`src/rtl/ro_puf_pkg.sv`:
```
// rtl/ro_puf_pkg.sv - state encoding and timing constants shared by the RO PUF engine
`timescale 1ns/1ps
package ro_puf_pkg;

  typedef enum logic [2:0] {
    ST_IDLE,
    ST_SETTLE,
    ST_MEASURE,
    ST_COMPARE,
    ST_DONE
  } ro_puf_state_t;

  localparam int SETTLE_CYCLES = 4;
  localparam int MAJ_REPEATS   = 3;

  function automatic logic maj3(input logic a, input logic b, input logic c);
    return (a & b) | (a & c) | (b & c);
  endfunction

endpackage

```
`src/rtl/ro_edge_counter.sv`:
```
// rtl/ro_edge_counter.sv - synchronises one raw oscillator and counts its rising edges, saturating
`timescale 1ns/1ps
module ro_edge_counter #(
  parameter int CNT_W = 16
) (
  input  logic             clk,
  input  logic             rst_n,
  input  logic             ro,
  input  logic             clr,
  input  logic             en,
  output logic [CNT_W-1:0] count
);

  logic [1:0] sync;
  logic       prev;
  logic       rise;

  assign rise = sync[1] & ~prev;

  always_ff @(posedge clk) begin
    if (!rst_n) begin
      sync  <= '0;
      prev  <= 1'b0;
      count <= '0;
    end else begin
      sync <= {sync[0], ro};
      prev <= sync[1];
      if (clr) begin
        count <= '0;
      end else if (en && rise && (count != {CNT_W{1'b1}})) begin
        count <= count + CNT_W'(1);
      end
    end
  end

endmodule

```
`src/rtl/ro_puf_engine.sv`:
```
// rtl/ro_puf_engine.sv - windowed ring-oscillator pair comparison building a RESP_BITS response
// Define RO_PUF_MAJORITY_EN to measure each pair three times and take the majority bit.
`timescale 1ns/1ps
module ro_puf_engine
  import ro_puf_pkg::*;
#(
  parameter int NUM_RO    = 16,
  parameter int CNT_W     = 16,
  parameter int WIN_W     = 12,
  parameter int RESP_BITS = 8,
  localparam int SEL_W    = $clog2(NUM_RO)
) (
  input  logic                 clk,
  input  logic                 rst_n,
  input  logic                 ena,
  input  logic [NUM_RO-1:0]    ro_in,
  input  logic                 start,
  input  logic [SEL_W-1:0]     sel_a,
  input  logic [SEL_W-1:0]     sel_b,
  input  logic [WIN_W-1:0]     window,
  output logic                 busy,
  output logic                 resp_valid,
  output logic [RESP_BITS-1:0] response,
  output logic                 tie,
  output logic [CNT_W-1:0]     count_a,
  output logic [CNT_W-1:0]     count_b
);

  localparam int K_W = (RESP_BITS > 1) ? $clog2(RESP_BITS) : 1;
  localparam logic [WIN_W-1:0] SETTLE_LAST = WIN_W'(SETTLE_CYCLES - 1);
  localparam logic [K_W-1:0]   K_LAST      = K_W'(RESP_BITS - 1);

  ro_puf_state_t state, state_nxt;

  logic [SEL_W-1:0]     base_a, base_b, idx_a, idx_b;
  logic [WIN_W-1:0]     win_q, tmr;
  logic [K_W-1:0]       k;
  logic [RESP_BITS-1:0] resp_sh, resp_next;
  logic                 tie_sh;
  logic [CNT_W-1:0]     cnt_a, cnt_b;
  logic                 gt, eq, bit_val, last_rep;
  logic                 cnt_clr, cnt_en;

  // Pair index wraps by natural SEL_W overflow since NUM_RO is a power of two.
  assign idx_a = base_a + SEL_W'(k);
  assign idx_b = base_b + SEL_W'(k);

  ro_edge_counter #(.CNT_W(CNT_W)) u_cnt_a (
    .clk   (clk),
    .rst_n (rst_n),
    .ro    (ro_in[idx_a]),
    .clr   (cnt_clr),
    .en    (cnt_en),
    .count (cnt_a)
  );

  ro_edge_counter #(.CNT_W(CNT_W)) u_cnt_b (
    .clk   (clk),
    .rst_n (rst_n),
    .ro    (ro_in[idx_b]),
    .clr   (cnt_clr),
    .en    (cnt_en),
    .count (cnt_b)
  );

  assign gt = cnt_a > cnt_b;
  assign eq = cnt_a == cnt_b;

`ifdef RO_PUF_MAJORITY_EN
  logic [1:0] rep;
  logic [1:0] votes;

  assign last_rep = (rep == 2'(MAJ_REPEATS - 1));
  assign bit_val  = maj3(votes[1], votes[0], gt);

  always_ff @(posedge clk) begin
    if (!rst_n) begin
      rep   <= '0;
      votes <= '0;
    end else if (state == ST_IDLE) begin
      rep <= '0;
    end else if (state == ST_COMPARE && ena) begin
      votes <= {votes[0], gt};
      rep   <= last_rep ? 2'd0 : rep + 2'd1;
    end
  end
`else
  assign last_rep = 1'b1;
  assign bit_val  = gt;
`endif

  always_comb begin
    resp_next = resp_sh;
    for (int i = 0; i < RESP_BITS; i++) begin
      if (K_W'(i) == k) resp_next[i] = bit_val;
    end
  end

  always_comb begin
    state_nxt = state;
    cnt_clr   = 1'b1;
    cnt_en    = 1'b0;
    case (state)
      ST_IDLE: begin
        if (start && ena) state_nxt = ST_SETTLE;
      end
      ST_SETTLE: begin
        if (tmr == SETTLE_LAST) state_nxt = ST_MEASURE;
      end
      ST_MEASURE: begin
        cnt_clr = 1'b0;
        cnt_en  = 1'b1;
        if (tmr == win_q - WIN_W'(1)) state_nxt = ST_COMPARE;
      end
      ST_COMPARE: begin
        cnt_clr = 1'b0;
        if (last_rep && k == K_LAST) state_nxt = ST_DONE;
        else                         state_nxt = ST_SETTLE;
      end
      ST_DONE: state_nxt = ST_IDLE;
      default: state_nxt = ST_IDLE;
    endcase
    if (!ena && state != ST_IDLE) state_nxt = ST_IDLE;
  end

  always_ff @(posedge clk) begin
    if (!rst_n) state <= ST_IDLE;
    else        state <= state_nxt;
  end

  // Bits assemble in a shadow so an aborted run leaves the last completed response visible.
  always_ff @(posedge clk) begin
    if (!rst_n) begin
      base_a   <= '0;
      base_b   <= '0;
      win_q    <= '0;
      tmr      <= '0;
      k        <= '0;
      resp_sh  <= '0;
      tie_sh   <= 1'b0;
      response <= '0;
      tie      <= 1'b0;
      count_a  <= '0;
      count_b  <= '0;
    end else begin
      if (state_nxt != state) tmr <= '0;
      else                    tmr <= tmr + WIN_W'(1);
      case (state)
        ST_IDLE: begin
          if (start && ena) begin
            base_a <= sel_a;
            base_b <= sel_b;
            win_q  <= (window == '0) ? WIN_W'(1) : window;
            k      <= '0;
            tie_sh <= 1'b0;
          end
        end
        ST_COMPARE: begin
          if (ena) begin
            count_a <= cnt_a;
            count_b <= cnt_b;
            if (eq) tie_sh <= 1'b1;
            if (last_rep) begin
              resp_sh <= resp_next;
              if (k == K_LAST) begin
                response <= resp_next;
                tie      <= tie_sh | eq;
              end else begin
                k <= k + K_W'(1);
              end
            end
          end
        end
        default: ;
      endcase
    end
  end

  assign busy       = (state == ST_SETTLE) || (state == ST_MEASURE) || (state == ST_COMPARE);
  assign resp_valid = (state == ST_DONE);

endmodule

```
`config.mk`:
```
export PLATFORM = sky130hd
export DESIGN_NAME = ro_puf_engine
export DESIGN_NICKNAME = d
export VERILOG_FILES = /design/src/rtl/ro_puf_pkg.sv /design/src/rtl/ro_edge_counter.sv /design/src/rtl/ro_puf_engine.sv
export SDC_FILE = /design/constraint.sdc
export NUM_CORES = 1
export LEC_CHECK = 0
export BUFFER_PORTS_ARGS = -buffer_cell sky130_fd_sc_hd__buf_2
export CAP_MARGIN = 20
export CORE_MARGIN = 1.5
export CORE_UTILIZATION = 35
export DETAILED_ROUTE_END_ITERATION = 6
export RECOVER_POWER = 50
export SYNTH_ARGS = -nofsm -noshare
export SYNTH_HDL_FRONTEND = slang
export SYNTH_HIERARCHICAL = 1
export SYNTH_SLANG_ARGS = --single-unit
```
`constraint.sdc`:
```
create_clock -name clk -period 5 [get_ports clk]
set_input_delay 1 -clock clk [delete_from_list [all_inputs] [get_ports clk]]
set_output_delay 1 -clock clk [all_outputs]
set_load 0.005 [all_outputs]
```
* Word level (Yosys, flattened, before mapping)
Cells that the tools add are included.
** Storage, ports and cells
- Bits of input ports :: 40
- Register bits after elaboration :: 126
** Operators by class
- Reductions and logical operators :: 22
- Muxes and demuxes :: 28
- $lt $le $gt $ge :: 3
- Equality and inequality tests :: 22
- Bitwise logic cells :: 6
- Add/sub/neg operators :: 7
** Operators by type and width (number)
- 16-bit by 1-bit adder with 16-bit output, second input constant :: 2
- 16-bit != test, second input constant :: 2
- 3-bit 2-to-1 mux :: 8
- 16-bit == test :: 1
- 16-bit > comparator :: 1
- 1-bit 2-to-1 mux :: 14
- 12-bit by 1-bit adder with 12-bit output, second input constant :: 1
- 12-bit == test :: 1
- 12-bit by 2-bit == test with 1-bit output, second input constant :: 1
- 3-bit == test, first input constant :: 4
- 12-bit logical NOT :: 1
- 12-bit 2-to-1 mux :: 1
- 3-bit one-hot mux with 4 select lines :: 1
- 12-bit by 1-bit subtractor with 12-bit output, second input constant :: 1
- 4-bit by 5-bit less-than comparator with 1-bit output, second input constant :: 2
- 4-bit by 3-bit adder with 4-bit output :: 2
- 1-bit binary-select mux with 4-bit select :: 2
- 2-bit != test, second input constant :: 4
- 4-bit AND reduction :: 2
- 2-bit by 3-bit == test with 1-bit output, first input constant :: 2
- 3-bit by 2-bit == test with 1-bit output, second input constant :: 2
- 3-bit == test, second input constant :: 2
- 1-bit logical AND :: 6
- 3-bit logical NOT :: 2
- 16 further kinds :: 23

* Depth between registers and ports, before layout
Gate-level depths: netlist of the first run.
- Depth in word-level cells :: 7
- Gate-level depth with buffers :: 12
- Mapped depth without buffers :: 9

* Hierarchy
Netlist of the first run, hierarchy kept.
** Modules (own cells, without submodules)
- ro_puf_engine :: cells each 608, area each 4942.2 µm², instances 1, seq. area each 1741.7 µm²
- ro_edge_counter :: cells each 107, area each 985.9 µm², instances 2, seq. area each 380.4 µm²

* Worst setup path before layout of the first run
Ideal clock, no wire load.
- Path type :: register -> register
- Start point :: register win_q[0]
- End point :: register tmr[2]
- Arrival :: 2440 ps
- Slack :: 2446 ps
- Stages on the path, launching flop included :: 13
- Data required time :: 4885 ps
- Cells stage by stage :: dfxtp_1 -> clkbuf_1 -> inv_1 -> ha_1 -> clkbuf_1 -> nand2b_1 -> or4b_1 -> a21oi_1 -> a311oi_1 -> nor4_1 -> o31a_1 -> buf_6 -> nor2_1
** Between the ends
- Cells in the longest elaborated chain, start to end :: 7
** Ends and longest elaborated chain
- start, declared :: line ro_puf_engine.sv:36 : logic [WIN_W-1:0] win_q, tmr;
- start signal, assigned :: line ro_puf_engine.sv:153 : win_q <= (window == '0) ? WIN_W'(1) : window;
- 12-bit by 1-bit subtractor with 12-bit output :: line ro_puf_engine.sv:113 : if (tmr == win_q - WIN_W'(1)) state_nxt = ST_COMPARE;
- 12-bit == test :: line ro_puf_engine.sv:113
- 3-bit 2-to-1 mux :: line ro_puf_engine.sv:113
- 3-bit one-hot mux with 4 select lines :: line ro_puf_engine.sv:103 : case (state)
- 3-bit 2-to-1 mux :: line ro_puf_engine.sv:123 : if (!ena && state != ST_IDLE) state_nxt = ST_IDLE;
- 3-bit != test :: line ro_puf_engine.sv:146 : if (state_nxt != state) tmr <= '0;
- 2-bit OR reduction (no line)
- end signal, assigned :: line ro_puf_engine.sv:147 : else tmr <= tmr + WIN_W'(1);
- end, declared :: line ro_puf_engine.sv:36
No other way between the ends.
A chain may end at the register's enable or synchronous reset.

* Worst setup path in the final report of the first run
- Start point :: register state[1]
- End point :: register count_b[11]
** Between the ends
- Cells in the longest elaborated chain, start to end :: 2
** Ends and longest elaborated chain
- start, declared :: line ro_puf_engine.sv:33 : ro_puf_state_t state, state_nxt;
- start signal, assigned :: line ro_puf_engine.sv:128 : else state <= state_nxt;
- 3-bit by 2-bit == test with 1-bit output :: line ro_puf_engine.sv:148 : case (state)
- 2-bit AND reduction (no line)
- end signal, assigned :: line ro_puf_engine.sv:161 : count_b <= cnt_b;
- end, declared :: line ro_puf_engine.sv:26 : output logic [CNT_W-1:0] count_b
No other way between the ends.

==> results of run 1 <==
per-stage QoR:
step                hold WS [ns]  instances  total power [mW]  utilization  worst slack, ns
finish                     0.433       1164              2.29        0.415             2.22
CTS                        0.432       1163              2.31        0.416             2.23
global placement           0.414       1131              1.19        0.388             2.31
global route               0.447       1164              2.37        0.415             1.98
detailed placement         0.419       1131              1.19        0.388             2.25
floorplan                  0.412        822              1.14            -             2.45
placed cells by master (no fill, tap or decap), drive strengths merged, types with 23 or more instances in the layout:
cell / instances
nand2: 143
dfxtp: 125
buf: 70
a21boi: 53
nor2: 50
a21oi: 38
clkbuf: 36
inv: 32
ha: 32
o21ai: 24
nand3: 23
how the worst max path moves through the flow:
stage | start | endpoint | slack, ns | cells after the start
floorplan | win_q[0] | tmr[2] | 2.45 | 12
global placement | win_q[0] | tmr[3] | 2.31 | 9
detailed placement | win_q[0] | tmr[7] | 2.25 | 9
CTS | win_q[0] | tmr[7] | 2.23 | 9
global route | state[1] | count_a[5] | 1.98 | 5
finish | state[1] | count_b[11] | 2.22 | 5
layer usage:
| metal | global-route usage | part of all wire | vias up |
|---|---|---|---|
| met5 | 0 | 0 | - |
| met4 | 0.0569 | 0.014 | 0 |
| met2 | 0.271 | 0.45 | 129 |
| li1 | - | - | 3068 |
| met3 | 0.0367 | 0.043 | 15 |
| met1 | 0.228 | 0.49 | 2790 |
layout make-up:
cell class / instances / area share
clock buffers: 18 / 0.0546
well taps: 265 / 0.0412
multi-input cells: 622 / 0.513
clock inverters: 14 / 0.0123
repair buffers: 88 / 0.0532
inverters: 32 / 0.0149
flip-flops and latches: 125 / 0.311
registers in the layout (all words and copies together) (netlist names):
register,count
count_a,16
count_b,16
u_cnt_a/count,16
u_cnt_b/count,16
tmr,12
win_q,12
response,8
resp_sh,7
base_a,4
base_b,4
k,3
state,3
u_cnt_a/sync,2
u_cnt_b/sync,2
tie,1
tie_sh,1
u_cnt_a/prev,1
u_cnt_b/prev,1
worst max-delay path: stages (launching register included):
cell and delay, ns:
dfxtp_1 0.47, nor2b_1 0.34, and3_1 0.68, clkbuf_1 0.82
nand2_1 0.19, a21boi_0 0.19
logic make-up (layout without fill, tap and decap cells):
| logic type | Yosys count | count (layout) | share of synthesized area |
|---|---|---|---|
| AO/OA/AOI/OAI | 187 | 187 | 0.190 |
| flip-flops | 125 | 125 | 0.362 |
| XOR/XNOR | 26 | 26 | 0.0329 |
| AND/OR/NAND/NOR | 362 | 362 | 0.271 |
| buffers and inverters | 75 | 152 | 0.0436 |
| multiplexers | 13 | 13 | 0.0369 |
| adder cells (fa/ha/maj) | 34 | 34 | 0.0637 |
power by group through the flow:
stage | clock [mW] | sequential (mW) | combinational, mW
finish | 1.12 | 1.03 | 0.139
floorplan | 0 | 1.04 | 0.104
detailed placement | 0 | 1.05 | 0.140
CTS | 1.14 | 1.03 | 0.141
global placement | 0 | 1.05 | 0.140
global route | 1.19 | 1.03 | 0.156
==> results by group, run 1 <==
Pwr
  • PD cells: 284 nW/um^2
  • Clock Power Share: 0.491
  • Internal power: 1.72 mW
  • Leakage power: 3.00 nW
  • Combinational power share: 0.061
  • Maximum vdd drop: 251 uV
  • Switch Pwr: 0.564 mW
  • Reg power frac: 0.448
  • Switching Share: 0.247

Global routing
  • Number of global-route vias before repair: 5589
  • First-pass GRT wire length: 27.7 mm
  • Pin count of the biggest net entering global routing: 84
  • Remaining global-route overflow: 0
  • GRT Overall Usage: 0.170
  • Antenna violations before repair: 0

Timing
  • Fin. Hold Viols: 0
  • Setup violators final: 0
  • Slew of the pin with the lowest slew margin: 1.09 ns
  • Clock Skew: 0.00927 ns
  • Tcrit/Tclk final: 0.556
  • Final Max Slew Viols: 0
  • Tmin final: 2.78 ns
  • Maximum clock frequency: 360 MHz
  • RSZ-0062 raised after global routing: no
  • Setup TNS: 0 ns
  • Slew HR: 0.274

Min path
  • Hold endpoint: u_cnt_b/sync[1]
  • Hold Crit Start: u_cnt_b/sync[0]
  • Hold Path Depth: 1
  • HP Class: flop to flop

Clock tree
  • Post_cts resized: 0
  • Setup repair bufs after CTS: 0
  • Root buf cell: clkbuf_16
  • Cts hold-fix bufs: 0
  • CTS H-tree lvls: 4
  • Clock slew at reported path FFs: 0.06 ns
  • Total CTS buffers: 17
  • Worst-Skew Late Latency: 0.42 ns
  • CTS sink count: 125
  • Deepest clock path buffer count: 2
  • CTS tree: yes

Drt
  • Routed wire length: 16.8 mm
  • Routed len/inst: 14.4 um
  • Drt drc: 0
  • DR vias/cell: 5.16
  • 1st-pass router iterations: 5
  • DRT iter0 DRCs: 395
  • Detail Route Antenna Nets: 0
  • Via count: 6002

Worst setup path
  • Crit path launch type: flop
  • Reg2reg start: state[1]
  • R2r setup slk: 2.22 ns
  • R2R cell count: 5
  • Crit path required time: 5.34 ns
  • Crit Reg-Reg Endpoint: count_b[11]
  • Crit end category: flop
  • Critical Path AT: 3.12 ns
  • Crit path max fanout: 22
  • Worst Setup Path Type: flop to flop

Final layout
  • Layout cells sized above 1: 0.156
  • Reg area: 2500 sq um
  • Filler cells: 2060
  • Post-layout net count: 960
  • Synth-to-layout area growth: 16.3%
  • Post-route cell area: 8040 sq um
  • Inserted Diodes: 0
  • Multi-input combinational cell area: 4120 sq um

Place
  • Port Buffers: 82
  • GPL Wtd Cong: 0.829
  • DPL Wire Length: 12.0 mm
  • DP Area: 7530 sq um

Yosys
  • Post-synth EDFFs: 0
  • Cell count after synthesis: 822
  • Post-synth net total: 896
  • Most frequent cell after synthesis: nand2_1
  • Post-Syn Area: 6910 sq um
  • Area share of the largest cell type after synthesis: 0.362
  • Yosys reg bits: 125
  • Main flop type after synthesis: dfxtp_1
  • Leading area contributor after synthesis: dfxtp_1
  • Synth top area cells: dfxtp_1, nand2_1, ha_1, a21boi_0, mux4_2
  • Post-synthesis sequential area ratio: 0.362
  • Synth Area per Inst: 8.41 sq um
  • Yosys warns: 6
  • Most frequent cells after synthesis: nand2_1, dfxtp_1, a21boi_0, nor2_1, a21oi_1
  • Synth async-reset ratio: 0
  • Distinct cell type count after synthesis: 70

Die
  • Die area: 20600 sq um
  • Starting Density: 0.356
  • I/O pin cnt: 83
  • Die Width: 144 um
  • Die H: 144 um
  • Row count: 51
  • Core area: 19400 sq um

Run status
  • Status: completed

Flow run
  • Max-Cap Viols: 0
Power figures use the tool's default switching activity.
==> run 2: changes to the inputs <==
ABC_AREA = 1   (was default)
clock period = 2.7 ns   (was 5 ns; I/O delays follow)
==> results by group, run 2 <==
Worst setup path
  • Crit-path cells: inv_1 > nand2_1 > nor2_1 > nand3_1 > nor2_1 > nand3_1 > nor2_2 > nand3_1 > nand2_2 > nand2_2 > nand2_2 > nand3_2 > nor2_2
  • Reg2reg start: state[2]
  • Crit path from: state[2]
  • R2r setup slk: 0.35 ns (-1.86 ns)
  • Crit path launch type: flop
  • R2R cell count: 13 (+8)
  • Worst path max stage delay: 0.45 ns (-0.37 ns)
  • Top delay family on crit path: simple AND/OR/NAND/NOR gates
  • Critical path's slowest cell: nor2_1
  • Worst path depth: 13 (+8)
  • Crit path required time: 3.04 ns (-2.30 ns)
  • Crit Reg-Reg Endpoint: tmr[1]
  • Crit end category: flop
  • Critical Path AT: 2.69 ns (-0.43 ns)
  • Worst Setup Path Type: flop to flop
  • CP endpoint: tmr[1]
  • Crit path max fanout: 12 (-45%)
  • Critical path buffers and inverters: 1 (unchanged)

Final layout
  • Reg area: 2500 sq um (unchanged)
  • Synth-to-layout area growth: 17.0%
  • Layout cells sized above 1: 0.124 (-0.0321)
  • Filler cells: 2131 (+3.4%)
  • Multi-input combinational cell area: 3820 sq um (-7.3%)
  • Inserted Diodes: 0 (unchanged)
  • Post-layout util: 0.417 (+0.00187)
  • Commonest non-fill, non-tap cell in the layout: nand2_1
  • Final Non-Filler Cells: 1365 (+17%)
  • Post-layout net count: 1163 (+21%)
  • Most frequent cells in the layout: nand2_1, nor2_1, dfxtp_1

Die
  • Row count: 51 (unchanged)
  • Core area: 19400 sq um (unchanged)
  • Die area: 20600 sq um (-0.13%)
  • Die Width: 143 um (about the same)
  • Starting Density: 0.356 (-0.000451)
  • I/O pin cnt: 83 (unchanged)
  • Die H: 143 um (about the same)

Timing
  • RSZ-0062 raised after global routing: no
  • Tcrit/Tclk final: 0.869 (+0.313)
  • Fin. Hold Viols: 0 (unchanged)
  • Worst setup margin: 0.354 ns (-1.86 ns)
  • Setup violators final: 0 (unchanged)
  • Slew of the pin with the lowest slew margin: 0.914 ns (-0.172 ns)
  • Final Max Slew Viols: 0 (unchanged)
  • Clock Skew: 0.0119 ns (+0.00266 ns)
  • Maximum clock frequency: 426 MHz (+19%)
  • Slew HR: 0.390 (+0.116)
  • Setup TNS: 0 ns (unchanged)
  • Tmin final: 2.35 ns (-0.435 ns)

Pwr
  • Clock Power Share: 0.508 (+0.017)
  • Switch Pwr: 1.12 mW (+98%)
  • Switching Share: 0.245 (-0.00216)
  • Reg power frac: 0.417 (-0.031)
  • Internal power: 3.45 mW (+100%)
  • Leakage power: 3.21 nW (+6.8%)
  • Combinational power share: 0.075 (+0.014)
  • PD cells: 565 nW/um^2 (+99%)
  • Maximum vdd drop: 400 uV (+60%)

Yosys
  • Area share of the largest cell type after synthesis: 0.362 (+0.000459)
  • Post-synth net total: 1082 (+21%)
  • Distinct cell type count after synthesis: 36 (-49%)
  • Synth async-reset ratio: 0 (unchanged)
  • Yosys warns: 6 (unchanged)
  • Cell count after synthesis: 1008 (+23%)
  • Main flop type after synthesis: dfxtp_1
  • Post-synthesis sequential area ratio: 0.362 (+0.000459)
  • Synth top area cells: dfxtp_1, nand2_1, nor2_1, a21oi_1, nand3_1
  • Most frequent cells after synthesis: nand2_1, nor2_1, dfxtp_1, inv_1, a21oi_1
  • Most frequent cell after synthesis: nand2_1
  • Leading area contributor after synthesis: dfxtp_1
  • Yosys reg bits: 125 (unchanged)
  • Post-synth EDFFs: 0 (unchanged)
  • Synth Area per Inst: 6.85 sq um (-19%)
  • Post-Syn Area: 6910 sq um (-0.13%)

Clock tree
  • CTS H-tree lvls: 4 (unchanged)
  • Post_cts resized: 0 (unchanged)
  • Root buf cell: clkbuf_16
  • Cts hold-fix bufs: 0 (unchanged)
  • CTS sink count: 125 (unchanged)
  • Worst-Skew Late Latency: 0.42 ns (about the same)
  • Deepest clock path buffer count: 2 (unchanged)
  • Clock slew at reported path FFs: 0.06 ns (about the same)
  • Setup repair bufs after CTS: 0 (unchanged)
  • CTS tree: yes
  • Total CTS buffers: 17 (unchanged)

Global routing
  • M3 GR Usage: 0.0377 (+0.00100)
  • Pin count of the biggest net entering global routing: 38 (-55%)
  • Remaining global-route overflow: 0 (unchanged)
  • Met1 Resource Use GR: 0.212 (-0.0162)
  • Number of global-route vias before repair: 6155 (+10%)
  • Antenna violations before repair: 0 (unchanged)
  • GRT Overall Usage: 0.176 (+0.00602)
  • Routing usage on met2: 0.315 (+0.0435)
  • First-pass GRT wire length: 28.9 mm (+4.4%)
  • Global routing's busiest layer: met2

Place
  • DPL Wire Length: 12.8 mm (+7.1%)
  • GPL Wtd Cong: 0.842 (+1.6%)
  • Port Buffers: 82 (unchanged)
  • Placed Cells: 1335 (+18%)
  • Place WS: 0.497 ns (-1.75 ns)

Drt
  • DRT iter0 DRCs: 315 (-20%)
  • Routed len/inst: 12.6 um (-13%)
  • 1st-pass router iterations: 4 (-1)
  • DR vias/cell: 4.74 (-8.0%)
  • Detail Route Antenna Nets: 0 (unchanged)
  • Drt drc: 0 (unchanged)
  • Routed wire length: 17.2 mm (+2.5%)
  • Via count: 6475 (+7.9%)

Run status
  • Status: completed

Min path
  • HP Class: primary input to flop
  • Hold Path Depth: 3 (+2)
  • Hold Crit Start: window[8]

Flow run
  • Max-Cap Viols: 0 (unchanged)
==> run 2: cell count changes after synthesis, sizes merged, moves of 11 or more <==
cell | previous run | this run
nor2 | 50 | 176
nand2 | 143 | 262
inv | 32 | 104
nand3 | 23 | 92
a21boi | 53 | 0
a21oi | 38 | 91
nor2b | 18 | 0
clkbuf | 37 | 21
nand4 | 20 | 4
nand2b | 15 | 0
or3 | 15 | 0
a22oi | 14 | 0
or4 | 11 | 0
==> run 2: worst min path at each step <==
stage | endpoint | slack, ns
final | win_q[8] | 0.38
after global routing | base_b[3] | 0.38
after CTS | win_q[9] | 0.37
after detailed placement | u_cnt_a/sync[1] | 0.41
after global placement | u_cnt_a/sync[1] | 0.41
after floorplan | u_cnt_a/sync[1] | 0.39
==> run 2: per-stage QoR <==
stage,hold slack [ns],instance area (sq um),total power [mW]
after floorplan,0.390,6910,2.19
after global placement,0.409,7580,2.29
after detailed placement,0.414,7580,2.29
after CTS,0.366,8170,4.62
after global routing,0.377,8080,4.74
final,0.380,8080,4.57
==> run 2: cell type report <==
class / instances / share of cell area
Clock inverter: 13 / 0.0204
Clock buffer: 17 / 0.0526
Tap cell: 265 / 0.0410
Sequential cell: 125 / 0.310
Multi-Input combinational cell: 746 / 0.473
Inverter: 106 / 0.0492
Timing Repair Buffer: 93 / 0.0539
==> run 2: layer usage <==
layer	routed length [um]	vias up
met5	0	-
met4	258	0
met3	570	19
met2	8490	97
met1	7900	2950
li1	-	3409
==> run 2: worst register-to-register path, cell delays in order, from the launching register on <==
cell and delay (ns):
dfxtp_1 0.35, inv_1 0.09, nand2_1 0.13, nor2_1 0.45, nand3_1 0.14, nor2_1 0.11, nand3_1 0.10, nor2_2 0.11
nand3_1 0.11, nand2_2 0.09, nand2_2 0.06, nand2_2 0.07, nand3_2 0.29, nor2_2 0.18
==> run 2: power groups by stage <==
stage                     clock network [mW]  logic [mW]  registers, mW
after floorplan                            0       0.255           1.94
after global placement                     0       0.344           1.95
after detailed placement                   0       0.347           1.95
after CTS                               2.37       0.349           1.91
after global routing                    2.44       0.390           1.91
final                                   2.32       0.343           1.91
==> run 2: kinds of logic after synthesis <==
logic type      count (synthesis)  share of synthesized area
simple gates                  547                      0.348
buf+inv                       137                     0.0790
compound gates                134                      0.106
flops                         125                      0.362
fa+ha+maj                      34                     0.0638
xor+xnor                       25                     0.0317
mux                             6                    0.00870
